[src/rtl/rotary_encoder_controller.sv]
// Rotary encoder front end: synchronises and hold-off-debounces A/B/switch, decodes
// full quadrature detents into CW/CCW step pulses and tracks a bounded position.
module rotary_encoder_controller #(
  parameter int unsigned HOLDOFF   = 20_000,
  parameter int unsigned POS_WIDTH = 8,
  parameter int unsigned POS_MAX   = 255,
  parameter int unsigned POS_INIT  = 0,
  parameter int unsigned WRAP      = 1
) (
  input  logic                 clk,
  input  logic                 rst_n,
  input  logic                 encA,
  input  logic                 encB,
  input  logic                 encSw,
  input  logic                 posClear,
  output logic                 stepCw,
  output logic                 stepCcw,
  output logic                 seqError,
  output logic                 btnPress,
  output logic                 btnLevel,
  output logic [POS_WIDTH-1:0] position
);

  localparam int unsigned NCH   = 3;
  localparam int unsigned CNT_W = $clog2(HOLDOFF + 1);
  // Channel order {A, B, switch}: A and B idle high, the switch idles low.
  localparam logic [NCH-1:0]       IDLE_LVL = 3'b110;
  localparam logic [CNT_W-1:0]     HOLD_LD  = CNT_W'(HOLDOFF);
  localparam logic [POS_WIDTH-1:0] P_MAX    = POS_WIDTH'(POS_MAX);
  localparam logic [POS_WIDTH-1:0] P_INIT   = POS_WIDTH'(POS_INIT);

  typedef enum logic [2:0] {
    ST_DETENT, ST_CW1, ST_CW2, ST_CW3, ST_CCW1, ST_CCW2, ST_CCW3, ST_RESYNC
  } state_e;

  logic [NCH-1:0]       sync1_q, sync2_q, filt_q, filt_d;
  logic [CNT_W-1:0]     cnt_q [NCH];
  logic [CNT_W-1:0]     cnt_d [NCH];
  logic [1:0]           ab_c, ab_prev_q;
  logic                 illegal_c;
  state_e               state_q, state_d;
  logic                 step_cw_q, step_cw_d, step_ccw_q, step_ccw_d;
  logic                 seq_err_q, seq_err_d, btn_press_q, btn_press_d, sw_dly_q;
  logic [POS_WIDTH-1:0] pos_q, pos_d;

  // Hold-off filter: accept a change only when the channel's counter has run out.
  always_comb begin
    filt_d = filt_q;
    for (int i = 0; i < NCH; i++) begin
      cnt_d[i] = cnt_q[i];
      if (cnt_q[i] != '0) begin
        cnt_d[i] = cnt_q[i] - CNT_W'(1);
      end else if (sync2_q[i] != filt_q[i]) begin
        filt_d[i] = sync2_q[i];
        cnt_d[i]  = HOLD_LD;
      end
    end
  end

  always_ff @(posedge clk or negedge rst_n) begin
    if (!rst_n) begin
      sync1_q <= IDLE_LVL;
      sync2_q <= IDLE_LVL;
      filt_q  <= IDLE_LVL;
      for (int i = 0; i < NCH; i++) cnt_q[i] <= '0;
    end else begin
      sync1_q <= {encA, encB, encSw};
      sync2_q <= sync1_q;
      filt_q  <= filt_d;
      for (int i = 0; i < NCH; i++) cnt_q[i] <= cnt_d[i];
    end
  end

  assign ab_c      = filt_q[2:1];
  assign illegal_c = (ab_c ^ ab_prev_q) == 2'b11;

  always_ff @(posedge clk or negedge rst_n) begin
    if (!rst_n) begin
      state_q   <= ST_DETENT;
      ab_prev_q <= 2'b11;
    end else begin
      state_q   <= state_d;
      ab_prev_q <= ab_c;
    end
  end

  // Quadrature next state; any single-bit change not listed for a state holds it.
  always_comb begin
    state_d = state_q;
    if (illegal_c) begin
      state_d = (ab_c == 2'b11) ? ST_DETENT : ST_RESYNC;
    end else begin
      unique case (state_q)
        ST_DETENT: if (ab_c == 2'b01) state_d = ST_CW1;
                   else if (ab_c == 2'b10) state_d = ST_CCW1;
        ST_CW1:    if (ab_c == 2'b00) state_d = ST_CW2;
                   else if (ab_c == 2'b11) state_d = ST_DETENT;
        ST_CW2:    if (ab_c == 2'b10) state_d = ST_CW3;
                   else if (ab_c == 2'b01) state_d = ST_CW1;
        ST_CW3:    if (ab_c == 2'b11) state_d = ST_DETENT;
                   else if (ab_c == 2'b00) state_d = ST_CW2;
        ST_CCW1:   if (ab_c == 2'b00) state_d = ST_CCW2;
                   else if (ab_c == 2'b11) state_d = ST_DETENT;
        ST_CCW2:   if (ab_c == 2'b01) state_d = ST_CCW3;
                   else if (ab_c == 2'b10) state_d = ST_CCW1;
        ST_CCW3:   if (ab_c == 2'b11) state_d = ST_DETENT;
                   else if (ab_c == 2'b00) state_d = ST_CCW2;
        ST_RESYNC: if (ab_c == 2'b11) state_d = ST_DETENT;
        default:   state_d = ST_RESYNC;
      endcase
    end
  end

  // Pulse and position next values; position moves on the same edge the pulse rises.
  always_comb begin
    step_cw_d   = !illegal_c && (state_q == ST_CW3) && (ab_c == 2'b11);
    step_ccw_d  = !illegal_c && (state_q == ST_CCW3) && (ab_c == 2'b11);
    seq_err_d   = illegal_c;
    btn_press_d = filt_q[0] && !sw_dly_q;
    pos_d       = pos_q;
    if (posClear) begin
      pos_d = P_INIT;
    end else if (step_cw_d) begin
      if (pos_q == P_MAX) pos_d = (WRAP != 0) ? '0 : P_MAX;
      else                pos_d = pos_q + POS_WIDTH'(1);
    end else if (step_ccw_d) begin
      if (pos_q == '0) pos_d = (WRAP != 0) ? P_MAX : '0;
      else             pos_d = pos_q - POS_WIDTH'(1);
    end
  end

  always_ff @(posedge clk or negedge rst_n) begin
    if (!rst_n) begin
      step_cw_q   <= 1'b0;
      step_ccw_q  <= 1'b0;
      seq_err_q   <= 1'b0;
      btn_press_q <= 1'b0;
      sw_dly_q    <= 1'b0;
      pos_q       <= P_INIT;
    end else begin
      step_cw_q   <= step_cw_d;
      step_ccw_q  <= step_ccw_d;
      seq_err_q   <= seq_err_d;
      btn_press_q <= btn_press_d;
      sw_dly_q    <= filt_q[0];
      pos_q       <= pos_d;
    end
  end

  assign stepCw   = step_cw_q;
  assign stepCcw  = step_ccw_q;
  assign seqError = seq_err_q;
  assign btnPress = btn_press_q;
  assign btnLevel = filt_q[0];
  assign position = pos_q;

endmodule

[config.mk]
export PLATFORM = sky130hd
export DESIGN_NAME = rotary_encoder_controller
export DESIGN_NICKNAME = d
export VERILOG_FILES = /design/src/rtl/rotary_encoder_controller.sv
export SDC_FILE = /design/constraint.sdc
export NUM_CORES = 1
export LEC_CHECK = 0
export BUFFER_PORTS_ARGS = -buffer_cell sky130_fd_sc_hd__buf_2
export CORE_MARGIN = 3
export CORE_UTILIZATION = 50
export DETAILED_ROUTE_END_ITERATION = 6
export PLACE_DENSITY = 0.67
export SLEW_MARGIN = 25
export SYNTH_ARGS = -nofsm -noshare
export SYNTH_HDL_FRONTEND = slang
export SYNTH_SLANG_ARGS = --single-unit
[constraint.sdc]
create_clock -name clk -period 3.8 [get_ports clk]
set_clock_uncertainty 0.1 [all_clocks]
set_input_delay 0 -clock clk [delete_from_list [all_inputs] [get_ports clk]]
set_output_delay 0 -clock clk [all_outputs]
set_load 0.01 [all_outputs]
* Word level (Yosys, flattened, before mapping)
Cells that the tools add are included.
** Storage, ports and cells
- Register bits after elaboration :: 72
- Input bits :: 6
- Output and inout bits :: 13
- Logic and storage cells :: 90
** Operators by class
- Add/subtract/negate cells :: 5
- Equality and inequality tests :: 18
- Muxes and demuxes :: 26
- Bitwise operators :: 4
- Reduce and logical (&&, ||, !) cells :: 21
** Operators with widths (number)
- $mux W15 :: 6
- $reduce_bool A15 Y1 :: 3
- $sub A15 B1 Y15 const B :: 3
- $mux W3 :: 14
- $mux W8 :: 5
- $pmux W3 S8 :: 1
- $eq A3 B3 Y1 const B :: 4
- $ne A4 B4 Y1 const B :: 3
- $add A8 B1 Y8 const B :: 1
- $eq A8 B8 Y1 const B :: 1
- $logic_not A8 Y1 :: 1
- $sub A8 B1 Y8 const B :: 1
- $eq A2 B2 Y1 const B :: 3
- $eq A3 B2 Y1 const B :: 2
- $reduce_and A2 Y1 :: 3
- $reduce_bool A2 Y1 :: 3
- $logic_and A1 B1 Y1 :: 5
- $eq A3 B1 Y1 const B :: 1
- $logic_not A3 Y1 :: 1
- $ne A1 B1 Y1 :: 3
- $not A1 Y1 :: 3
- $reduce_and A3 Y1 :: 1
- $reduce_bool A3 Y1 :: 1
- $eq A2 B1 Y1 const B :: 1
- other kinds (3) :: 4

* Depth between registers and ports, before layout
Gate-level depths: netlist of the first run.
- Depth in word-level cells :: 8
- Mapped depth :: 9
- Mapped depth without buffers :: 7

* Least setup slack after synthesis of the first run
Ideal clock, no wire load.
- Path type :: register -> register
- Start point :: register cnt_q[15] (netlist name)
- End point :: register cnt_q[24] (netlist name)
- Library setup time :: 0.135 ns
- Arrival :: 2.036 ns
- Data required time :: 3.565 ns
- Path slack :: 1.528 ns
- Stages on the path, launching flop included :: 9
- Path buffers :: 1
- Cells stage by stage :: dfrtp_1 -> inv_1 -> ha_1 -> or4b_1 -> or3_4 -> nor3_4 -> buf_6 -> mux2i_1 -> mux2i_1
** On the way
- Longest elaborated chain between the ends :: 2
- Elaborated cells between the ends (all ways) :: 4
** Ends and longest elaborated chain
- from (decl) :: line 37 : logic [CNT_W-1:0] cnt_q [NCH];
- $sub A15 B1 Y15 / $reduce_bool A15 Y1 (equally long branches) :: line 52, 51
- $mux W15 / $reduce_bool A2 Y1 (equally long branches)
Several ways; a longest one is shown, not always the timed one.
A chain may end at the register's enable or synchronous reset.

* Worst setup path in the final report of the first run
- Start point :: register cnt_q[30] (netlist name)
- End point :: register cnt_q[40] (netlist name)
Same word-level chain as after synthesis.

==> summary by stage, run 1 <==
Status
The run finished with clean final reports.

Routing
The remaining design rule violation count is 0. For this block, the routed nets add up to 6970 µm of wire. For this block, the initial DRC count from the detailed router was 150. The first TritonRoute pass finished after 4 iterations.

Using the TritonRoute via totals, the vias-per-cell ratio works out to 5.68. After detailed routing, the average wire length per cell comes to 13.6 µm. The remaining antenna violation count after routing is 0. Detailed routing inserted a total of 2,912 vias.

Synthesis
Counting flops with an async set or reset pin after synthesis yields a share of 100%. In this run, synthesis produced a sequential element count of a little over 70. The number of enable flip-flop cells after synthesis is 0.

The number of synthesis warnings is 0. Sequential cells were found to cover 47.6% of the synthesized design area. After synthesis, the mean cell area works out to roughly 9.7 µm².

The synthesized netlist occupies a cell area of approximately 3800 µm². The total nets after synthesis is roughly 410. The number of instances in the synthesized netlist is between 300 and 400.

The count of cell types in the netlist is 59. The flip-flop cell with the highest count after synthesis is dfrtp_1.

Global route
Global routing used between 10% and 20% of the available tracks across all layers. Entering global routing, the biggest net connects 73 pins. The initial antenna violation count is 0. The first global-routing pass estimated around 12,000 µm of wire. The number of global-route vias before repair was roughly 2,800.

Summed over all layers, the global routing overflow is 0.

Power
In this run switching power makes up between 30% and 40% of total power. The proportion of power drawn by the clock network is between 20% and 30%. The static leakage is roughly 1.8 nW. The net switching power figure is approximately 850 µW.

Internal power comes to between 1.5 and 2 mW. Power spread over the standard cell area amounts to around 580 nW/µm². The power share of the sequential group is between 50 and 60%.

IR analysis of the VDD net gives a maximum drop of between 0.0002 and 0.00025 V. The design draws around 2.4 mW. Combinational logic burns 24.3% of the power.

Job
The count of maximum capacitance violations is 0.

Die
In this run the standard cell core region covers ~7300 µm². The height of the die is slightly above 90 µm. In this run the horizontal extent of the chip is around 93 µm. After floorplanning, the core was divided into 31 placement rows. The number of top-level pins is 19. The die covers between 8000 and 9000 µm².

Once the floorplan was initialized, standard cells occupied about half of the core.

STA
Final hold analysis gives a worst-case slack of around 210 ps. The slew at the pin closest to its max-slew limit is 885 ps. Headroom to the max-slew limit came out at about 41%. The final number of hold-violating endpoints is 0.

The accumulated negative setup slack is 0 ps. Setup violations remaining at the end of the flow were counted as 0. After layout, the worst path uses between 60% and 70% of the clock period. The upper clock frequency limit is approximately 0.38 GHz. Setup repair after global routing left no endpoint under its margin. The post-layout minimum cycle time is about 2700 ps. The max-slew violation count is 0.

Placement
Buffers placed on the I/O ports in this run total 18. The wire-length estimate of the detail-placed layout is approximately 4700 µm. Routability-driven placement finished with a final weighted congestion of about 0.86. Once placement finished, the instance area stood at 3950 µm².

Worst setup path
The worst setup path is launched from a register. The critical path start-end classification is register to register. The setup slack of the worst register-to-register path is approximately 1100 ps. STA classifies the critical path endpoint as a register. The required time of the critical path is 3930 ps.

Of all nets on the critical path, the largest fanout is 18. The data arrival time at the worst-slack endpoint is 2790 ps.

Clocking
The maximum count of clock buffers along a single path is 2. Counting every sink on the clock net gives 72. The number of buffers created by CTS is 9. The clock network latency to the later pin of the worst-skew pair is approximately 330 ps. After clock tree synthesis, the clock-pin slew on the worst setup and hold paths is around 80 ps.

The CTS root buffer is clkbuf_8. Once the clock tree was built, the resizer swapped 0 gates to a different size. The H-tree generated during clock tree synthesis spans 3 levels. The TritonCTS clock tree is done.

Finish
From synthesis to final layout, the design area changed by 10.4%. Leaving out fill and tap cells, the most frequent cells in the layout are dfrtp_1 (64), nor2_1 (34), o21ai_0 (30), nand2_1 (27), nor3_1 (26). The post-route netlist has between 10% and 20% of its cells at a drive strength greater than 1. The most common library cell in the layout ignoring fill and taps is dfrtp_1. The number of antenna diodes in the final layout is 0. The layout net count is 424. With fillers left out, the area of the finished cells amounts to between 4000 and 5000 µm².

Hold path
The tightest min-delay check is of the primary input to async pin type.
==> worst max-delay path, stage by stage (launching register included) <==
cell	delay (ps)
dfrtp_1	400
inv_1	100
ha_1	140
or4b_1	570
nor4_4	780
and2_1	300
o21a_1	130
nor2_1	30
==> power groups by stage <==
stage | clock (mW) | sequential, mW | combinational (mW)
after CTS | 0.623 | 1.25 | 0.600
after global placement | 0 | 1.26 | 0.576
after global routing | 0.654 | 1.29 | 0.683
after detailed placement | 0 | 1.26 | 0.597
after floorplan | 0 | 1.18 | 0.509
final | 0.600 | 1.25 | 0.594
==> sequential cells by signal (all words and copies together), names as in the netlist <==
register	cells
cnt_q	45
position	8
filt_q	3
state_q	3
sync1_q	3
sync2_q	3
ab_prev_q	2
btnPress	1
seqError	1
stepCcw	1
stepCw	1
sw_dly_q	1
==> final cells by class <==
| class | instances | area, µm² |
|---|---|---|
| fill | 649 | 3130 |
| multi-input combinational | 288 | 1860 |
| sequential | 72 | 1810 |
| clock buffer | 15 | 196 |
| timing repair buffer | 24 | 150 |
| tap | 99 | 124 |
| inverter | 14 | 52.6 |
| clock inverter | 1 | 7.51 |
==> per-layer routing <==
| layer | GRT usage, % | wire (µm) |
|---|---|---|
| met1 | 23.4 | 3420 |
| met2 | 28.5 | 3290 |
| met3 | 2.65 | 192 |
| met4 | 6.23 | 64 |
| met5 | 0 | 0 |
==> synthesized netlist by cell type, drive strengths merged, types with 2 or more instances <==
master	count	area share, %
dfrtp	64	42
nor2	34	3.3
o21ai	32	4.2
nand2	27	2.7
nor3	27	3.8
xor2	16	3.7
a21oi	15	2.0
clkbuf	14	1.4
inv	14	1.4
nand3	13	1.7
xnor2	12	2.8
nor4	11	2.2
or3	10	2.0
ha	9	3.0
dfstp	8	5.5
o31ai	7	1.4
or2	7	1.1
or4	6	1.3
a21o	5	1.0
o311ai	5	1.1
mux2	4	1.2
mux2i	4	1.1
a211o	3	0.69
a22o	3	0.72
a31oi	3	0.49
a32o	3	0.79
buf	3	0.79
nor2b	3	0.49
nor4b	3	0.69
a211oi	2	0.39
and2	2	0.33
nand2b	2	0.33
o221ai	2	0.46
o41ai	2	0.46
or4b	2	0.53
==> path summary, 6_finish.rpt <==
path	start	endpoint	depth (start not counted)
min in group clk	encA	sync1_q[2]	2
hold / removal	rst_n	cnt_q[20]	2
setup reg to reg	cnt_q[30]	cnt_q[40]	7
max in group asynchronous	rst_n	cnt_q[31]	2
hold reg to reg	sync1_q[0]	sync2_q[0]	0
setup / recovery	cnt_q[30]	cnt_q[40]	7
==> cell families (layout without fill, tap and decap cells) <==
group	count (synthesis)	count (layout)	share of synthesized area (%)
flops	72	72	47.6
simple gates	153	153	21.8
compound gates	90	90	15.5
xor+xnor	28	28	6.44
mux	8	8	2.23
buf+inv	31	54	3.55
fa+ha+maj	9	9	2.96
==> what timing repair did <==
action                                  4_1_cts  5_1_grt
endpoints found under the hold margin        68        0
setup buffers                                 0        0
hold buffers                                  5        0
endpoints found under the setup margin        0        0
==> through the flow <==
stage / utilization [%] / cells / setup WS [ps]
after floorplan: - / 391 / 1530
after global placement: 53.9 / 492 / 1190
after detailed placement: 53.9 / 492 / 1150
after CTS: 57.4 / 513 / 1140
after global routing: 57.4 / 513 / 912
final: 57.4 / 513 / 1140
Note: power is estimated with default switching activity, not from simulation.
==> run 2: changes to the inputs <==
==> constraint.sdc (replaced) <==
create_clock -name clk -period 2.7 [get_ports clk]
set_clock_uncertainty 0.1 [all_clocks]
set_input_delay 0 -clock clk [delete_from_list [all_inputs] [get_ports clk]]
set_output_delay 0 -clock clk [all_outputs]
set_load 0.01 [all_outputs]
==> run 2 against run 1 <==
Critical path depth increased by 1. Worst hold slack worse by 3.6 ps. Fmax increased by 9.6%. Final cell count rose by 1.2%. Non-clock buffer count up 6. Utilization increased by 0.68 points. Global-route usage rose by 0.44 points. Combinational power up 45%. Clock power rose by 47%. Via count rose by 0.34%.
==> summary by stage, run 2 (synthesis results as in run 1) <==
Global route
The first-pass GRT wire length is around 13,000 µm. For this run, the total global-route usage over all layers was measured as about 18%. The total grt overflow is 0. The initial antenna violation count was 0.

The maximum number of pins on one net before global-route repair is 73. The met2 track utilization from global routing is a little over a quarter. Global routing used between 20% and 30% of the available met1 tracks. Global routing consumed, on the met3 layer, under 10% of the routing resources. After global routing, the most crowded layer is met2. The number of global-route vias before repair is ~2,700.

Worst setup path
STA classifies the critical path endpoint as a register. The setup path with the least slack is of type register to register. The data arrival time at the worst-slack endpoint is approximately 2600 ps.

Data on the critical path is required at its endpoint by roughly 2800 ps. The launching element type of the critical path is a register. Walking the worst path, the cells encountered are inv_1 -> ha_1 -> or4b_1 -> nor4_4 -> buf_4 -> a21oi_1 -> o21ai_0 -> o31ai_1.

The slowest cell on the critical path is or4b_1. The largest incremental delay on the critical path is around 570 ps. Along the worst path, the maximum fanout reaches 13. The number of cell instances on the worst register-to-register path is 8.

Routing
The final layout contains routed wiring with a total length of about 7100 µm. In the routed design, unresolved DRC markers number 0. The remaining antenna violation count after routing is 0. The detail-routed net length per standard cell is between 10 and 15 µm. The first detailed-routing pass ran for 4 iterations. Detailed routing inserted a total of ~3,000 vias. In this run, the number of DRC markers left after iteration 0 of detailed routing was ~110. In the routed layout, each cell is associated on average with a via count of 5.63.

Die
The height of the die is 93.3 µm. The floorplan step set the die width to just over 90 µm. The initialized floorplan defines 31 standard-cell rows. The starting density of the core is between 50% and 60%.

In this run the count of I/O pins placed on the die edge is 19. The floorplan step defined a die boundary enclosing a little under 9000 µm². The placeable core region is 7330 µm².

Clocking
The clock network latency to the later pin of the worst-skew pair is 340 ps. The setup fix buffers added after clock tree synthesis is 0. Clock tree synthesis found a total of 72 sinks. After clock tree synthesis, the clock-pin slew on the worst setup and hold paths is around 80 ps.

The TritonCTS clock tree is done. The maximum count of clock buffers along a single path is 2. The CTS root buffer is clkbuf_8. The number of buffers created by CTS is 9.

The depth of the CTS H-tree is 3.

STA
Setup total negative slack on the finished layout was measured at 0 ps. In this run the tightest slew margin relative to its limit is 41.8%. The max-slew violation count came to 0. For the pin with the worst max-slew slack, the measured transition is 873 ps.

Setup violations remaining at the end of the flow were counted as 0. The upper clock frequency limit is just over 0.4 GHz. Setup repair after global routing left no endpoint under its margin. The slack of the critical path is about 270 ps. For the finished layout, the period the worst path requires is ~2400 ps. After layout, the worst path uses about nine tenths of the clock period. The final number of hold-violating endpoints came to 0.

Power
The worst supply voltage drop on vdd is 0.000419 V. In this run the static leakage power is 1.81 nW. Power spread over the standard cell area amounts to around 800 nW/µm².

Finish
The register name with the most flops is cnt_q. The top cell types in the final layout, fill and taps aside, are dfrtp_1 (64), nor2_1 (34), o21ai_0 (30), nand2_1 (27), nor3_1 (26). The layout has 643 filler cells. The flip-flop count of the largest register, all copies and words added is 45. The antenna diode count is 0. The layout net count is 430.

The most common library cell in the layout ignoring fill and taps is dfrtp_1. The post-route netlist has between 15 and 20% of its cells at a drive strength greater than 1. For this run, the share of the core covered by cells in the final layout is roughly three fifths.

From synthesis to final layout, the design area changed by 11.7%.

Placement
The worst slack at placement is between 200 and 300 ps. The HPWL after detailed placement is 4790 µm. At the end of routability-driven placement, the weighted congestion stood at 0.898. Buffers placed on the I/O ports in this run total 18.

Job
Max-cap violations in this run came to 0.

Status
The run finished with clean final reports.

Hold path
The path category of the worst min-delay check is primary input to async pin.
-- run 2: worst paths after layout --
path	startpoint	end	slack (ps)
worst max-delay path	cnt_q[30]	cnt_q[34]	270
worst min-delay path	rst_n	cnt_q[23]	210
worst max register to register	cnt_q[30]	cnt_q[34]	270
worst min register to register	sync1_q[0]	sync2_q[0]	250
max in group asynchronous	rst_n	cnt_q[42]	1720
min in group clk	encB	sync1_q[1]	210
-- run 2: final cells by class --
| cell class | count | area, µm² | area share [%] |
|---|---|---|---|
| Clock buffer | 13 | 169 | 3.97 |
| Multi-Input combinational cell | 288 | 1860 | 43.8 |
| Sequential cell | 72 | 1810 | 42.6 |
| Clock inverter | 3 | 40.0 | 0.941 |
| Tap cell | 99 | 124 | 2.91 |
| Timing Repair Buffer | 30 | 195 | 4.59 |
| Inverter | 14 | 52.6 | 1.23 |
-- run 2: per-stage QoR --
stage / hold WS (ps) / cells / instance area (µm²) / total power, mW
2_1_floorplan: -396 / 391 / 3810 / 2.37
3_3_place_gp: 4.98 / 498 / 4000 / 2.59
3_5_place_dp: 6.84 / 498 / 4000 / 2.63
4_1_cts: 186 / 519 / 4260 / 3.53
5_1_grt: 200 / 519 / 4260 / 3.76
6_report: 207 / 519 / 4260 / 3.50
-- run 2: worst max-delay path, delay by kind of cell, from the launching register on --
kind,cells,cell delay (ps)
buffers and inverters,2,360
flip-flops,1,390
AO/OA/AOI/OAI,3,300
adder cells (fa/ha/maj),1,160
AND/OR/NAND/NOR,2,1020
-- run 2: routing by layer --
metal / vias up / routed length, µm
met5: - / 0
met4: 0 / 79
met1: 1404 / 3580
li1: 1469 / -
met2: 41 / 3190
met3: 8 / 226
-- run 2: repair_timing --
| action | in CTS | in global routing |
|---|---|---|
| gates resized for setup | 0 | 0 |
| hold endpoints to repair | 68 | 0 |
| hold buffers | 5 | 0 |
-- run 2: where the power goes --
group | internal [mW] | total, mW | switching, mW | leakage (nW)
Clock | 0.500 | 0.883 | 0.382 | 0.109
Sequential | 1.39 | 1.76 | 0.368 | 0.863
Combinational | 0.399 | 0.859 | 0.460 | 0.836
Total | 2.29 | 3.50 | 1.21 | 1.81
==> run 3: changes to the inputs <==
--- a/config.mk
+++ b/config.mk
@@ -8,6 +8,7 @@
 export BUFFER_PORTS_ARGS = -buffer_cell sky130_fd_sc_hd__buf_2
 export CORE_MARGIN = 3
 export CORE_UTILIZATION = 50
+export CTS_BUF_LIST = sky130_fd_sc_hd__clkbuf_4
 export DETAILED_ROUTE_END_ITERATION = 6
 export PLACE_DENSITY = 0.67
 export SLEW_MARGIN = 25
==> run 3 against run 2 <==
Final area fell by 1.9%. Global-route usage fell by 0.21 points. Critical endpoint unchanged. Clock-buffer cell count fell by 3. Non-clock buffer count did not move.
==> summary by stage, run 3 (synthesis results as in run 1) <==
Power
The analysis attributes to cell leakage a power of roughly 1.8 nW. Across the VDD grid, the largest voltage drop is 0.000418 V. Dividing total power by cell area gives a power density of between 700 and 800 nW/µm².

Worst setup path
The worst register-to-register path begins at cnt_q[30]. For the worst flop-to-flop path, the logic depth is 8. The launching element type of the critical path is a register. The endpoint identified for the worst register-to-register timing path is cnt_q[34]. The nature of the critical path endpoint is a register. At the worst endpoint, the required time is 2900 ps. The setup slack of the worst register-to-register path is ~270 ps.

In this run the worst path has a maximum fanout of 13. The data arrival time at the worst-slack endpoint is between 2000 and 3000 ps. The setup path with the least slack is of type register to register.

Placement
The number of buffers added on ports is 18. The final RePlAce weighted congestion is 0.898. After detailed placement, the total cell area comes to about 4000 µm². The cell count after placement is around 500. After legalization and detailed placement, the total HPWL measured approximately 4800 µm.

Global route
The initial antenna violation count came to 0. The first global-routing pass estimated approximately 12,000 µm of wire. The total grt overflow is 0. The maximum number of pins on one net before global-route repair is 73. The total global-route track usage is between 10% and 20%.

The number of global-route vias before repair was about 2,700.

STA
The accumulated negative setup slack is 0 ps. The final count of negative-setup-slack endpoints is 0. The final number of hold-violating endpoints is 0.

The slew at the pin closest to its max-slew limit is about 870 ps. Setup repair after global routing left no endpoint under its margin. The final cycle utilization of the critical path is between 80 and 90%.

Derived from the worst setup path, the maximum achievable clock frequency is slightly above 0.4 GHz. The worst slew margin relative to its limit is 41.8%. The smallest clock period supported by the final layout is computed as 2430 ps. The max-slew violation count is 0.

Finish
The library cells used most frequently in the layout, excluding fill and tap cells, are dfrtp_1 (64), nor2_1 (34), o21ai_0 (30), nand2_1 (27), nor3_1 (26). The finished cells cover around 4200 µm². The layout net count is 430.

The register with the most flip-flops in the layout has 45 of them. The filler cell count is roughly 660. Leaving out fill and tap cells, the most frequent cell in the layout is dfrtp_1. The fraction of final layout cells with drive strength greater than 1 is between 15 and 20%. The post-layout instance count excluding filler cells is 519. The register with the most flip-flops in the final layout is cnt_q. The growth of design area from synthesis to finish is 9.52%. The repair_antennas step left the layout with diodes totalling 0.

Die
The placeable core region is ~7300 µm². The width of the chip is 93.3 µm. The die area is 8700 µm². The number of rows created at floorplan is 31. Pin placement for this block handled 19 I/O pins. The height of the die is approximately 93 µm. Once the floorplan was initialized, standard cells occupied approximately half of the core.

Routing
The total number of vias is 2,896. In the routed layout, each cell is associated on average with a via count of 5.58. After detailed routing, the total wire length is 7010 µm. The detail route stage leaves a number of antenna-violating nets equal to 0. The remaining design rule violation count is 0.

For this block, the initial DRC count from the detailed router was roughly 120. In the final routed layout, each cell accounts on average for around 14 µm. The iteration count of the initial detailed-routing pass is 4.

Clocking
The post-cts sizing count is 0. At the later pin of the worst-skew pair, clock insertion delay measures about 400 ps. Clock tree synthesis inserted a total of 9 buffers. The maximum count of clock buffers along a single path is 2. In this run, post-CTS hold repair placed 5 buffers.

The total clock sinks is 72. Clock tree synthesis selected as its root buffer the cell clkbuf_4. The setup fix buffers added after clock tree synthesis is 0.

After clock tree synthesis, the clock-pin slew on the worst setup and hold paths is 120 ps. TritonCTS built the clock tree. The depth of the CTS H-tree is 3.

Status
The run finished with clean final reports.

Job
The tool flagged a number of max-cap violations equal to 0.

Hold path
The path category of the worst min-delay check is primary input to async pin.
[run 3: through the flow]
stage                     total power [mW]  util, %  hold slack (ps)  worst slack (ps)
final                                 3.25     56.9              140               273
after global routing                  3.51     56.9              128               119
after CTS                             3.28     56.9              113               290
after detailed placement              2.63     54.5             6.84               282
after global placement                2.59     54.5             4.98               374
after floorplan                       2.37        -             -396               428
[run 3: layout make-up]
class	count	area, µm²	area share (%)
Multi-Input combinational cell	288	1860	44.6
Sequential cell	72	1810	43.4
Timing Repair Buffer	30	195	4.68
Tap cell	99	124	2.97
Clock buffer	10	75.1	1.80
Inverter	14	52.6	1.26
Clock inverter	6	51.3	1.23
[run 3: power by group]
group	internal [mW]	switching (mW)	total [mW]
sequential	1.39	0.367	1.75
clock	0.281	0.362	0.643
combinational	0.399	0.460	0.859
[run 3: per-layer routing]
| metal | vias to the layer above | GRT usage, % | share of wire (%) |
|---|---|---|---|
| li1 | 1472 | - | - |
| met1 | 1383 | 25.0 | 51 |
| met2 | 36 | 26.7 | 45 |
| met3 | 5 | 2.90 | 2.9 |
| met4 | 0 | 7.33 | 0.83 |
| met5 | - | 0 | 0 |
[run 3: how the worst max path moves through the flow]
stage	start	endpoint	slack [ps]
floorplan	cnt_q[15]	cnt_q[24]	430
global placement	cnt_q[30]	cnt_q[34]	370
detailed placement	cnt_q[30]	cnt_q[34]	280
CTS	cnt_q[30]	cnt_q[34]	290
global route	cnt_q[30]	cnt_q[34]	120
finish	cnt_q[30]	cnt_q[34]	270
[run 3: critical path, cell delays in order, from the launching register on]
cell	delay, ps
dfrtp_1	400
inv_1	100
ha_1	160
or4b_1	570
nor4_4	450
buf_4	260
a21oi_1	60
o21ai_0	150
o31ai_1	90
